## src/rtl/mc_ctrl_pkg.sv

```systemverilog
// Shared encodings for the multi-cycle MIPS control unit: FSM states, opcode/funct
// constants, datapath select codes and the one-hot instruction-class bit positions.
package mc_ctrl_pkg;

    typedef enum logic [2:0] {
        S_FETCH  = 3'd0,
        S_DECODE = 3'd1,
        S_EXEC   = 3'd2,
        S_MEM    = 3'd3,
        S_WB     = 3'd4
    } state_t;

    localparam logic [5:0] OP_RTYPE = 6'b000000;
    localparam logic [5:0] OP_J     = 6'b000010;
    localparam logic [5:0] OP_JAL   = 6'b000011;
    localparam logic [5:0] OP_BEQ   = 6'b000100;
    localparam logic [5:0] OP_BNE   = 6'b000101;
    localparam logic [5:0] OP_ADDI  = 6'b001000;
    localparam logic [5:0] OP_ORI   = 6'b001101;
    localparam logic [5:0] OP_LB    = 6'b100000;
    localparam logic [5:0] OP_LH    = 6'b100001;
    localparam logic [5:0] OP_LW    = 6'b100011;
    localparam logic [5:0] OP_LBU   = 6'b100100;
    localparam logic [5:0] OP_LHU   = 6'b100101;
    localparam logic [5:0] OP_SB    = 6'b101000;
    localparam logic [5:0] OP_SH    = 6'b101001;
    localparam logic [5:0] OP_SW    = 6'b101011;

    localparam logic [5:0] F_ADD    = 6'b100000;
    localparam logic [5:0] F_ADDU   = 6'b100001;
    localparam logic [5:0] F_SUB    = 6'b100010;
    localparam logic [5:0] F_SUBU   = 6'b100011;
    localparam logic [5:0] F_AND    = 6'b100100;
    localparam logic [5:0] F_OR     = 6'b100101;
    localparam logic [5:0] F_SLT    = 6'b101010;
    localparam logic [5:0] F_SLTU   = 6'b101011;

    localparam logic [2:0] ALU_NOP  = 3'd0;
    localparam logic [2:0] ALU_ADD  = 3'd1;
    localparam logic [2:0] ALU_SUB  = 3'd2;
    localparam logic [2:0] ALU_AND  = 3'd3;
    localparam logic [2:0] ALU_OR   = 3'd4;
    localparam logic [2:0] ALU_SLT  = 3'd5;
    localparam logic [2:0] ALU_SLTU = 3'd6;

    localparam logic [1:0] NPC_PLUS4  = 2'b00;
    localparam logic [1:0] NPC_BRANCH = 2'b01;
    localparam logic [1:0] NPC_JUMP   = 2'b10;

    localparam logic [1:0] GPR_RD = 2'b00;
    localparam logic [1:0] GPR_RT = 2'b01;
    localparam logic [1:0] GPR_RA = 2'b10;

    localparam logic [1:0] WD_ALU = 2'b00;
    localparam logic [1:0] WD_MEM = 2'b01;
    localparam logic [1:0] WD_PC  = 2'b10;

    localparam logic [2:0] LA_W  = 3'b000;
    localparam logic [2:0] LA_B  = 3'b001;
    localparam logic [2:0] LA_BU = 3'b010;
    localparam logic [2:0] LA_H  = 3'b011;
    localparam logic [2:0] LA_HU = 3'b100;

    localparam logic [1:0] MW_NONE = 2'b00;
    localparam logic [1:0] MW_SW   = 2'b01;
    localparam logic [1:0] MW_SB   = 2'b10;
    localparam logic [1:0] MW_SH   = 2'b11;

    // Bit positions inside the one-hot instruction class vector.
    localparam int CLS_N     = 9;
    localparam int CLS_RTYPE = 0;
    localparam int CLS_IALU  = 1;
    localparam int CLS_LOAD  = 2;
    localparam int CLS_STORE = 3;
    localparam int CLS_BEQ   = 4;
    localparam int CLS_BNE   = 5;
    localparam int CLS_J     = 6;
    localparam int CLS_JAL   = 7;
    localparam int CLS_ILL   = 8;

endpackage

```

## src/rtl/mc_decode.sv

```systemverilog
// Combinational instruction decoder: latched Op/Funct to a one-hot class plus the
// static per-instruction fields (ALU op, operand source, extension, load size, store code).
module mc_decode
    import mc_ctrl_pkg::*;
#(
    parameter int HAS_BNE = 1
) (
    input  logic [5:0]       op,
    input  logic [5:0]       funct,
    output logic [CLS_N-1:0] cls,
    output logic [2:0]       alu_op,
    output logic             alu_src,
    output logic             ext_op,
    output logic [2:0]       laddr,
    output logic [1:0]       mw_code
);

    always_comb begin
        cls     = '0;
        alu_op  = ALU_NOP;
        alu_src = 1'b0;
        ext_op  = 1'b0;
        laddr   = LA_W;
        mw_code = MW_NONE;

        case (op)
            OP_RTYPE: begin
                cls[CLS_RTYPE] = 1'b1;
                case (funct)
                    F_ADD, F_ADDU: alu_op = ALU_ADD;
                    F_SUB, F_SUBU: alu_op = ALU_SUB;
                    F_AND:         alu_op = ALU_AND;
                    F_OR:          alu_op = ALU_OR;
                    F_SLT:         alu_op = ALU_SLT;
                    F_SLTU:        alu_op = ALU_SLTU;
                    default: begin
                        cls          = '0;
                        cls[CLS_ILL] = 1'b1;
                    end
                endcase
            end
            OP_ADDI: begin
                cls[CLS_IALU] = 1'b1;
                alu_op        = ALU_ADD;
                alu_src       = 1'b1;
                ext_op        = 1'b1;
            end
            OP_ORI: begin
                cls[CLS_IALU] = 1'b1;
                alu_op        = ALU_OR;
                alu_src       = 1'b1;
            end
            OP_LW, OP_LB, OP_LBU, OP_LH, OP_LHU: begin
                cls[CLS_LOAD] = 1'b1;
                alu_op        = ALU_ADD;
                alu_src       = 1'b1;
                ext_op        = 1'b1;
                case (op)
                    OP_LB:   laddr = LA_B;
                    OP_LBU:  laddr = LA_BU;
                    OP_LH:   laddr = LA_H;
                    OP_LHU:  laddr = LA_HU;
                    default: laddr = LA_W;
                endcase
            end
            OP_SW, OP_SB, OP_SH: begin
                cls[CLS_STORE] = 1'b1;
                alu_op         = ALU_ADD;
                alu_src        = 1'b1;
                ext_op         = 1'b1;
                case (op)
                    OP_SB:   mw_code = MW_SB;
                    OP_SH:   mw_code = MW_SH;
                    default: mw_code = MW_SW;
                endcase
            end
            OP_BEQ: begin
                cls[CLS_BEQ] = 1'b1;
                alu_op       = ALU_SUB;
            end
            OP_BNE: begin
                if (HAS_BNE != 0) begin
                    cls[CLS_BNE] = 1'b1;
                    alu_op       = ALU_SUB;
                end else begin
                    cls[CLS_ILL] = 1'b1;
                end
            end
            OP_J:    cls[CLS_J]   = 1'b1;
            OP_JAL:  cls[CLS_JAL] = 1'b1;
            default: cls[CLS_ILL] = 1'b1;
        endcase
    end

endmodule

```

## src/rtl/mc_ctrl.sv

```systemverilog
// Multi-cycle MIPS control unit: FETCH/DECODE/EXEC/MEM/WB sequencer with req/ready
// memory handshakes, a wait-timeout counter and all datapath enables and selects.
module mc_ctrl
    import mc_ctrl_pkg::*;
#(
    parameter int ALUOP_W  = 3,
    parameter int MAX_WAIT = 15,
    parameter int HAS_BNE  = 1
) (
    input  logic               clk,
    input  logic               rst,
    input  logic [5:0]         Op,
    input  logic [5:0]         Funct,
    input  logic               Zero,
    input  logic               mem_ready,
    output logic               imem_req,
    output logic               dmem_req,
    output logic               PCWrite,
    output logic               IRWrite,
    output logic               RegWrite,
    output logic               MemRead,
    output logic [1:0]         MemWrite,
    output logic               EXTOp,
    output logic [ALUOP_W-1:0] ALUOp,
    output logic [1:0]         NPCOp,
    output logic               ALUSrc,
    output logic [1:0]         GPRSel,
    output logic [1:0]         WDSel,
    output logic [2:0]         LAddr,
    output logic               instr_done,
    output logic               illegal,
    output logic               bus_err
);

    localparam int CNT_W = (MAX_WAIT > 0) ? $clog2(MAX_WAIT + 1) : 1;

    state_t             state;
    state_t             state_nx;
    logic [5:0]         op_q;
    logic [5:0]         funct_q;
    logic [CNT_W-1:0]   wait_cnt;
    logic [CNT_W-1:0]   wait_cnt_nx;
    logic               wait_hit;

    logic [CLS_N-1:0]   cls;
    logic [2:0]         alu_op;
    logic               alu_src;
    logic               ext_op;
    logic [2:0]         laddr;
    logic [1:0]         mw_code;

    mc_decode #(
        .HAS_BNE (HAS_BNE)
    ) u_decode (
        .op      (op_q),
        .funct   (funct_q),
        .cls     (cls),
        .alu_op  (alu_op),
        .alu_src (alu_src),
        .ext_op  (ext_op),
        .laddr   (laddr),
        .mw_code (mw_code)
    );

    // A timeout of zero never fires; the counter then simply wraps.
    assign wait_hit = (MAX_WAIT != 0) && (wait_cnt == CNT_W'(MAX_WAIT));

    always_ff @(posedge clk) begin
        if (rst) begin
            state    <= S_FETCH;
            op_q     <= '0;
            funct_q  <= '0;
            wait_cnt <= '0;
        end else begin
            state    <= state_nx;
            wait_cnt <= wait_cnt_nx;
            if (IRWrite) begin
                op_q    <= Op;
                funct_q <= Funct;
            end
        end
    end

    always_comb begin
        state_nx    = state;
        wait_cnt_nx = '0;
        imem_req    = 1'b0;
        dmem_req    = 1'b0;
        PCWrite     = 1'b0;
        IRWrite     = 1'b0;
        RegWrite    = 1'b0;
        MemRead     = 1'b0;
        MemWrite    = MW_NONE;
        EXTOp       = 1'b0;
        ALUOp       = '0;
        NPCOp       = NPC_PLUS4;
        ALUSrc      = 1'b0;
        GPRSel      = GPR_RD;
        WDSel       = WD_ALU;
        LAddr       = LA_W;
        instr_done  = 1'b0;
        illegal     = 1'b0;
        bus_err     = 1'b0;

        if (!rst) begin
            // ALU controls stay valid from EXEC through WB so the result path is stable.
            if (state == S_EXEC || state == S_MEM || state == S_WB) begin
                ALUOp  = ALUOP_W'(alu_op);
                ALUSrc = alu_src;
                EXTOp  = ext_op;
            end

            case (state)
                S_FETCH: begin
                    imem_req = 1'b1;
                    if (mem_ready) begin
                        IRWrite  = 1'b1;
                        PCWrite  = 1'b1;
                        state_nx = S_DECODE;
                    end else if (wait_hit) begin
                        bus_err = 1'b1;
                    end else begin
                        wait_cnt_nx = wait_cnt + 1'b1;
                    end
                end
                S_DECODE: begin
                    state_nx = S_EXEC;
                    if (cls[CLS_J] || cls[CLS_JAL]) begin
                        PCWrite    = 1'b1;
                        NPCOp      = NPC_JUMP;
                        instr_done = 1'b1;
                        state_nx   = S_FETCH;
                    end
                    if (cls[CLS_JAL]) begin
                        RegWrite = 1'b1;
                        GPRSel   = GPR_RA;
                        WDSel    = WD_PC;
                    end
                    if (cls[CLS_ILL]) begin
                        illegal  = 1'b1;
                        state_nx = S_FETCH;
                    end
                end
                S_EXEC: begin
                    if (cls[CLS_BEQ] || cls[CLS_BNE]) begin
                        NPCOp      = NPC_BRANCH;
                        PCWrite    = cls[CLS_BEQ] ? Zero : ~Zero;
                        instr_done = 1'b1;
                        state_nx   = S_FETCH;
                    end else if (cls[CLS_LOAD] || cls[CLS_STORE]) begin
                        state_nx = S_MEM;
                    end else if (cls[CLS_RTYPE] || cls[CLS_IALU]) begin
                        state_nx = S_WB;
                    end else begin
                        state_nx = S_FETCH;
                    end
                end
                S_MEM: begin
                    dmem_req = 1'b1;
                    MemRead  = cls[CLS_LOAD];
                    MemWrite = mw_code;
                    LAddr    = laddr;
                    if (mem_ready) begin
                        if (cls[CLS_STORE]) begin
                            instr_done = 1'b1;
                            state_nx   = S_FETCH;
                        end else begin
                            state_nx = S_WB;
                        end
                    end else if (wait_hit) begin
                        // The access is abandoned; the already-advanced PC is kept.
                        bus_err  = 1'b1;
                        state_nx = S_FETCH;
                    end else begin
                        wait_cnt_nx = wait_cnt + 1'b1;
                    end
                end
                S_WB: begin
                    RegWrite   = 1'b1;
                    GPRSel     = cls[CLS_RTYPE] ? GPR_RD : GPR_RT;
                    WDSel      = cls[CLS_LOAD] ? WD_MEM : WD_ALU;
                    LAddr      = laddr;
                    instr_done = 1'b1;
                    state_nx   = S_FETCH;
                end
                default: state_nx = S_FETCH;
            endcase
        end
    end

endmodule

```

## config.mk

```make
export PLATFORM = sky130hd
export DESIGN_NAME = mc_ctrl
export DESIGN_NICKNAME = d
export VERILOG_FILES = /design/src/rtl/mc_ctrl_pkg.sv /design/src/rtl/mc_decode.sv /design/src/rtl/mc_ctrl.sv
export SDC_FILE = /design/constraint.sdc
export NUM_CORES = 1
export LEC_CHECK = 0
export ABC_AREA = 1
export CAP_MARGIN = 10
export CORE_ASPECT_RATIO = 1.75
export CORE_MARGIN = 1.5
export CORE_UTILIZATION = 30
export DETAILED_ROUTE_END_ITERATION = 16
export GPL_TIMING_DRIVEN = 0
export PLACE_DENSITY_LB_ADDON = 0.12
export SYNTH_ARGS = -nofsm -noshare
export SYNTH_HDL_FRONTEND = slang
export SYNTH_HIERARCHICAL = 1
export SYNTH_SLANG_ARGS = --single-unit
```

## constraint.sdc

```tcl
create_clock -name clk -period 1.7 [get_ports clk]
set_input_delay 0.255 -clock clk [delete_from_list [all_inputs] [get_ports clk]]
set_output_delay 0.255 -clock clk [all_outputs]
set_load 0.01 [all_outputs]
```

# After elaboration in Yosys (flattened, before gate mapping)
# Cells that the tools add are included.
# word_totals
latchBits	0
mem_bits_rw	0
wordCells	136
input_bits	16
mem_bits_ro	0
mem_count	0
reg_bits	19
# classes
n_shift	0
reduce_logical	22
n_lt_le_gt_ge	0
multipliers	0
bitwise	2
eq_ne	29
n_mux	78
add_sub_neg	1
div_mod_pow	0
# ops
cell	n
$eq A6 B6 Y1 const B	16
$mux W3	13
$mux W1	36
$pmux W3 S4	3
$mux W2	9
$pmux W1 S2	9
$pmux W3 S6	1
$pmux W2 S2	4
$reduce_or A14 Y1	1
$eq A6 B2 Y1 const B	2
$eq A6 B3 Y1 const B	2
$eq A6 B4 Y1 const B	2
$reduce_or A2 Y1	6
$reduce_or A10 Y1	1
$mux W9	1
$reduce_or A9 Y1	1
$reduce_or A8 Y1	1
$eq A3 B2 Y1 const B	2
$logic_not A6 Y1	1
$logic_or A1 B1 Y1	6
$reduce_or A5 Y1	1
$add A4 B1 Y4 const B	1
$eq A4 B4 Y1 const B	1
$pmux W1 S4	1
10 further kinds	11

# Longest topological paths before layout
# depth
word_depth	9
mapped_depth	12
depth_no_buf	12

# By module
# The synthesis kept the hierarchy.
# modules_own_cells
module	cells_per_inst	instances	area_per_inst_um2
mc_ctrl	174	1	1102.3
mc_decode	83	1	397.9

# Least setup slack after synthesis
# OpenSTA, ideal clock, no wires.
# synth_path
path_kind	flip-flop to output port
start	register op_q[2]
end	output port PCWrite
t_required_ps	1445
path_stages_with_launch	11
arrival_time_ps	1283
path_slack_ps	162
path_cell_list	dfxtp_1 -> inv_2 -> nor2_2 -> nand3_1 -> inv_1 -> inv_1 -> nand2_1 -> nand2_1 -> nor2_1 -> nor2_1 -> nor2_1
# synth_between
elab_chain_len	6
# synth_lines
item	line	text
from (decl)	mc_ctrl.sv:39	logic [5:0] op_q;
from (signal assigned)	mc_ctrl.sv:78	op_q <= Op;
$eq A6 B3 Y1 or $logic_not A6 Y1 (tied branches)	mc_decode.sv:26	case (op)
$pmux W1 S2 *	mc_decode.sv:26	
net cls[4]	mc_ctrl.sv:45	logic [CLS_N-1:0] cls;
$mux W1 or $logic_or A1 B1 Y1 (tied branches)	mc_ctrl.sv:147, mc_ctrl.sv:145	
$mux W1 *	mc_ctrl.sv:145	if (cls[CLS_BEQ] || cls[CLS_BNE]) begin
$pmux W1 S3 *	mc_ctrl.sv:113	case (state)
$mux W1 *	mc_ctrl.sv:105	if (!rst) begin
to (decl)	mc_ctrl.sv:18	output logic PCWrite,
# The timed path passes the listed nets; every way through them passes the cells marked *.

# Worst setup path in the final report
# layout_path
start	register op_q[5]
end	output port illegal
# layout_between
elab_chain_len	6
# layout_lines
item	line	text
$eq A6 B4 Y1 (tied with other cells)	mc_decode.sv:26	
$reduce_or A14 Y1 (no line)	-	
$pmux W1 S2 *	mc_decode.sv:26	
net cls[8]	mc_ctrl.sv:45	
$mux W1 *	mc_ctrl.sv:139	if (cls[CLS_ILL]) begin
$mux W1 *	mc_ctrl.sv:113	
$mux W1 *	mc_ctrl.sv:105	
to (decl)	mc_ctrl.sv:31	output logic illegal,
# Marked as above.

==> impl_metrics.toml <==
[routing]
routed_wl_um = 4380
avgViaCountPerCell = 4.69
drtIter0Drc = 58
num_vias = 1779
drc = 0
ant_nets = 0
routedWlPerCell_um = 11.6
drt_pre_antenna_iters = 4

[grt]
grt_first_pass_wirelength_um = 7370
grt_overflow = 0
grt_use_total_pct = 17.0
grt_max_degree = 12
antenna_found_initial = 0
grt_pass1_vias = 1653

[cts]
cts_root_buf = "clkbuf_8"
worstSkewPairLatency_ns = 0.26
cts_tree = "built"
cts.sink_count = 19
h-tree-depth = 1
hold_buffers = 0
ctsLongestPathBuffers = 2
clkTransAtPathRegs_ns = 0.07
cts_made_buffers = 3

[flow_run]
drv_cap = 0

[sta]
setup_viol = 15
tightestPinTransition_ns = 0.567
whs_ns = 0.445
fmax_ghz = 0.522
rsz0062_at_grt = "true"
slew_violations = 0
finalHoldViolCount = 0
timing.final.ws_setup_ns = -0.217
max-slew-margin-rel_pct = 62.2
layout_min_cycle_time_ns = 1.92
skew_ns = 0.00640
timing.final.crit_share_pct = 113

[synth]
yosys.area.top_type_share_pct = 25.4
synth_seq_area_share_pct = 25.4
synth_top_cells_by_area = "dfxtp_1, nand2_1, nor2_1"
ys_types = 28
ys_ff_latch = 19
synth_area_leader_cell = "dfxtp_1"
synth_area_sq_um = 1500
syn_avg_cell_area_sq_um = 5.84
synthCells = 257
yosysWarningCount = 6
synth.net_count = 274

[layout]
post-route-util_pct = 50.7
fin_cells = 379
fillers = 503
layout_common_cells = "nand2_1, inv_1, nor2_1"
final_nets = 345
area_growth_pct = 60.5
antenna_cells = 0
final_common_cell = "nand2_1"
drive_above_1_share_pct = 42.8

[pwr]
p_per_area_nw_per_um2 = 608
peakVddDrop_mv = 0.530
leakagePower_nw = 1.17
finalPower_mw = 1.46

[floorplan]
core_sq_um = 4750
ios = 41
dieWidth_um = 56.5
die-area_sq_um = 5450
start_util_pct = 31.6
die_height_um = 96.5
rows = 33

[run_status]
violations = "negative setup slack"
outcome = "finished with violations"

[place]
post-place-cells = 349
place.gp.congestion = 0.798
dp_slack_ns = -0.514
dpl.hpwl_um = 3200
portBuffers = 40

[worst_setup_path]
cp.arrival_ns = 1.66
required_ns = 1.44
path_max_fanout = 6
worstSetupPathType = "reg2out"
end_kind = "output port"
startpoint_type = "flip-flop"
r2r_cells = 13

[hold_path]
hold_class = "reg2reg"
hold_path_depth = 1
==> timing repair <==
| action | CTS | global route |
|---|---|---|
| hold endpoints to repair | 0 | 0 |
| pin swaps | 30 | 25 |
| setup buffers | 20 | 8 |
| resized for setup | 153 | 32 |
| setup endpoints to repair | 26 | 25 |
| cloned | 0 | 0 |
==> routing by layer <==
metal  up-vias  track usage, %  wire length [um]
met4         0            8.53               193
met2        47            33.4              2350
met3        15            2.40               155
met5         -               0                 0
met1       776            17.0              1680
li1        941               -                 -
==> sequential cells by signal (all words and copies together), names as in the netlist <==
name,count
state,3
wait_cnt,4
funct_q,6
op_q,6
==> synth_stat cells, drive strengths merged <==
cell type  instances
a21oi              3
a22oi              1
a31oi              1
buf                3
clkbuf             2
dfxtp             19
ha                 1
inv               48
nand2             70
nand3             29
nand3b             3
nand4              5
nor2              55
nor3               8
nor4               2
o21ai              4
xnor2              1
xor2               2
==> cell type report <==
cell class                 instances  area, sq um  area share [%]
buffer                             5         38.8            1.61
clock inverter                     1         5.00           0.208
tap                               52         65.1            2.70
multi-input combinational        185         1130            46.9
clock buffer                       3         41.3            1.72
inverter                          48          198            8.21
sequential                        19          410            17.0
timing repair buffer              66          520            21.6
==> per-stage QoR <==
stage | area, sq um | setup TNS, ns
after floorplan | 1500 | 0
after global placement | 1970 | -10.01
after detailed placement | 1970 | -9.76
after CTS | 2270 | -1.96
after global routing | 2410 | -3.71
final | 2410 | -1.55
==> worst paths after layout <==
path                            end  slack (ns)                    from
min reg2reg  wait_cnt[0]$_SDFF_PP0_        0.45  wait_cnt[0]$_SDFF_PP0_
max                         illegal       -0.22    op_q[5]$_SDFFE_PP0P_
min          wait_cnt[0]$_SDFF_PP0_        0.45  wait_cnt[0]$_SDFF_PP0_
max reg2reg   state[0]$_SDFFE_PP0P_        0.09    op_q[5]$_SDFFE_PP0P_
==> power breakdown <==
group / internal, mW / total [mW] / leakage, nW / switching, mW
combinational: 0.261 / 0.598 / 0.984 / 0.337
sequential: 0.484 / 0.550 / 0.162 / 0.0661
clock: 0.163 / 0.316 / 0.0255 / 0.153
==> logic make-up after synthesis <==
group	synth area share [%]
flip-flops	25.4
adder cells (fa/ha/maj)	0.834
XOR/XNOR	1.75
AND/OR/NAND/NOR	54.2
buffers and inverters	14.3
AO/OA/AOI/OAI	3.50
==> worst max-delay path: stages (launching register included) <==
cell	delay, ns
dfxtp_2	0.35
nor2_4	0.24
buf_6	0.13
nand3b_1	0.14
nand2_1	0.12
nor2_1	0.05
nand3_1	0.08
nand2_2	0.08
inv_1	0.05
nor2_1	0.03
buf_2	0.13
No activity file was read; power rests on OpenSTA's default activity.
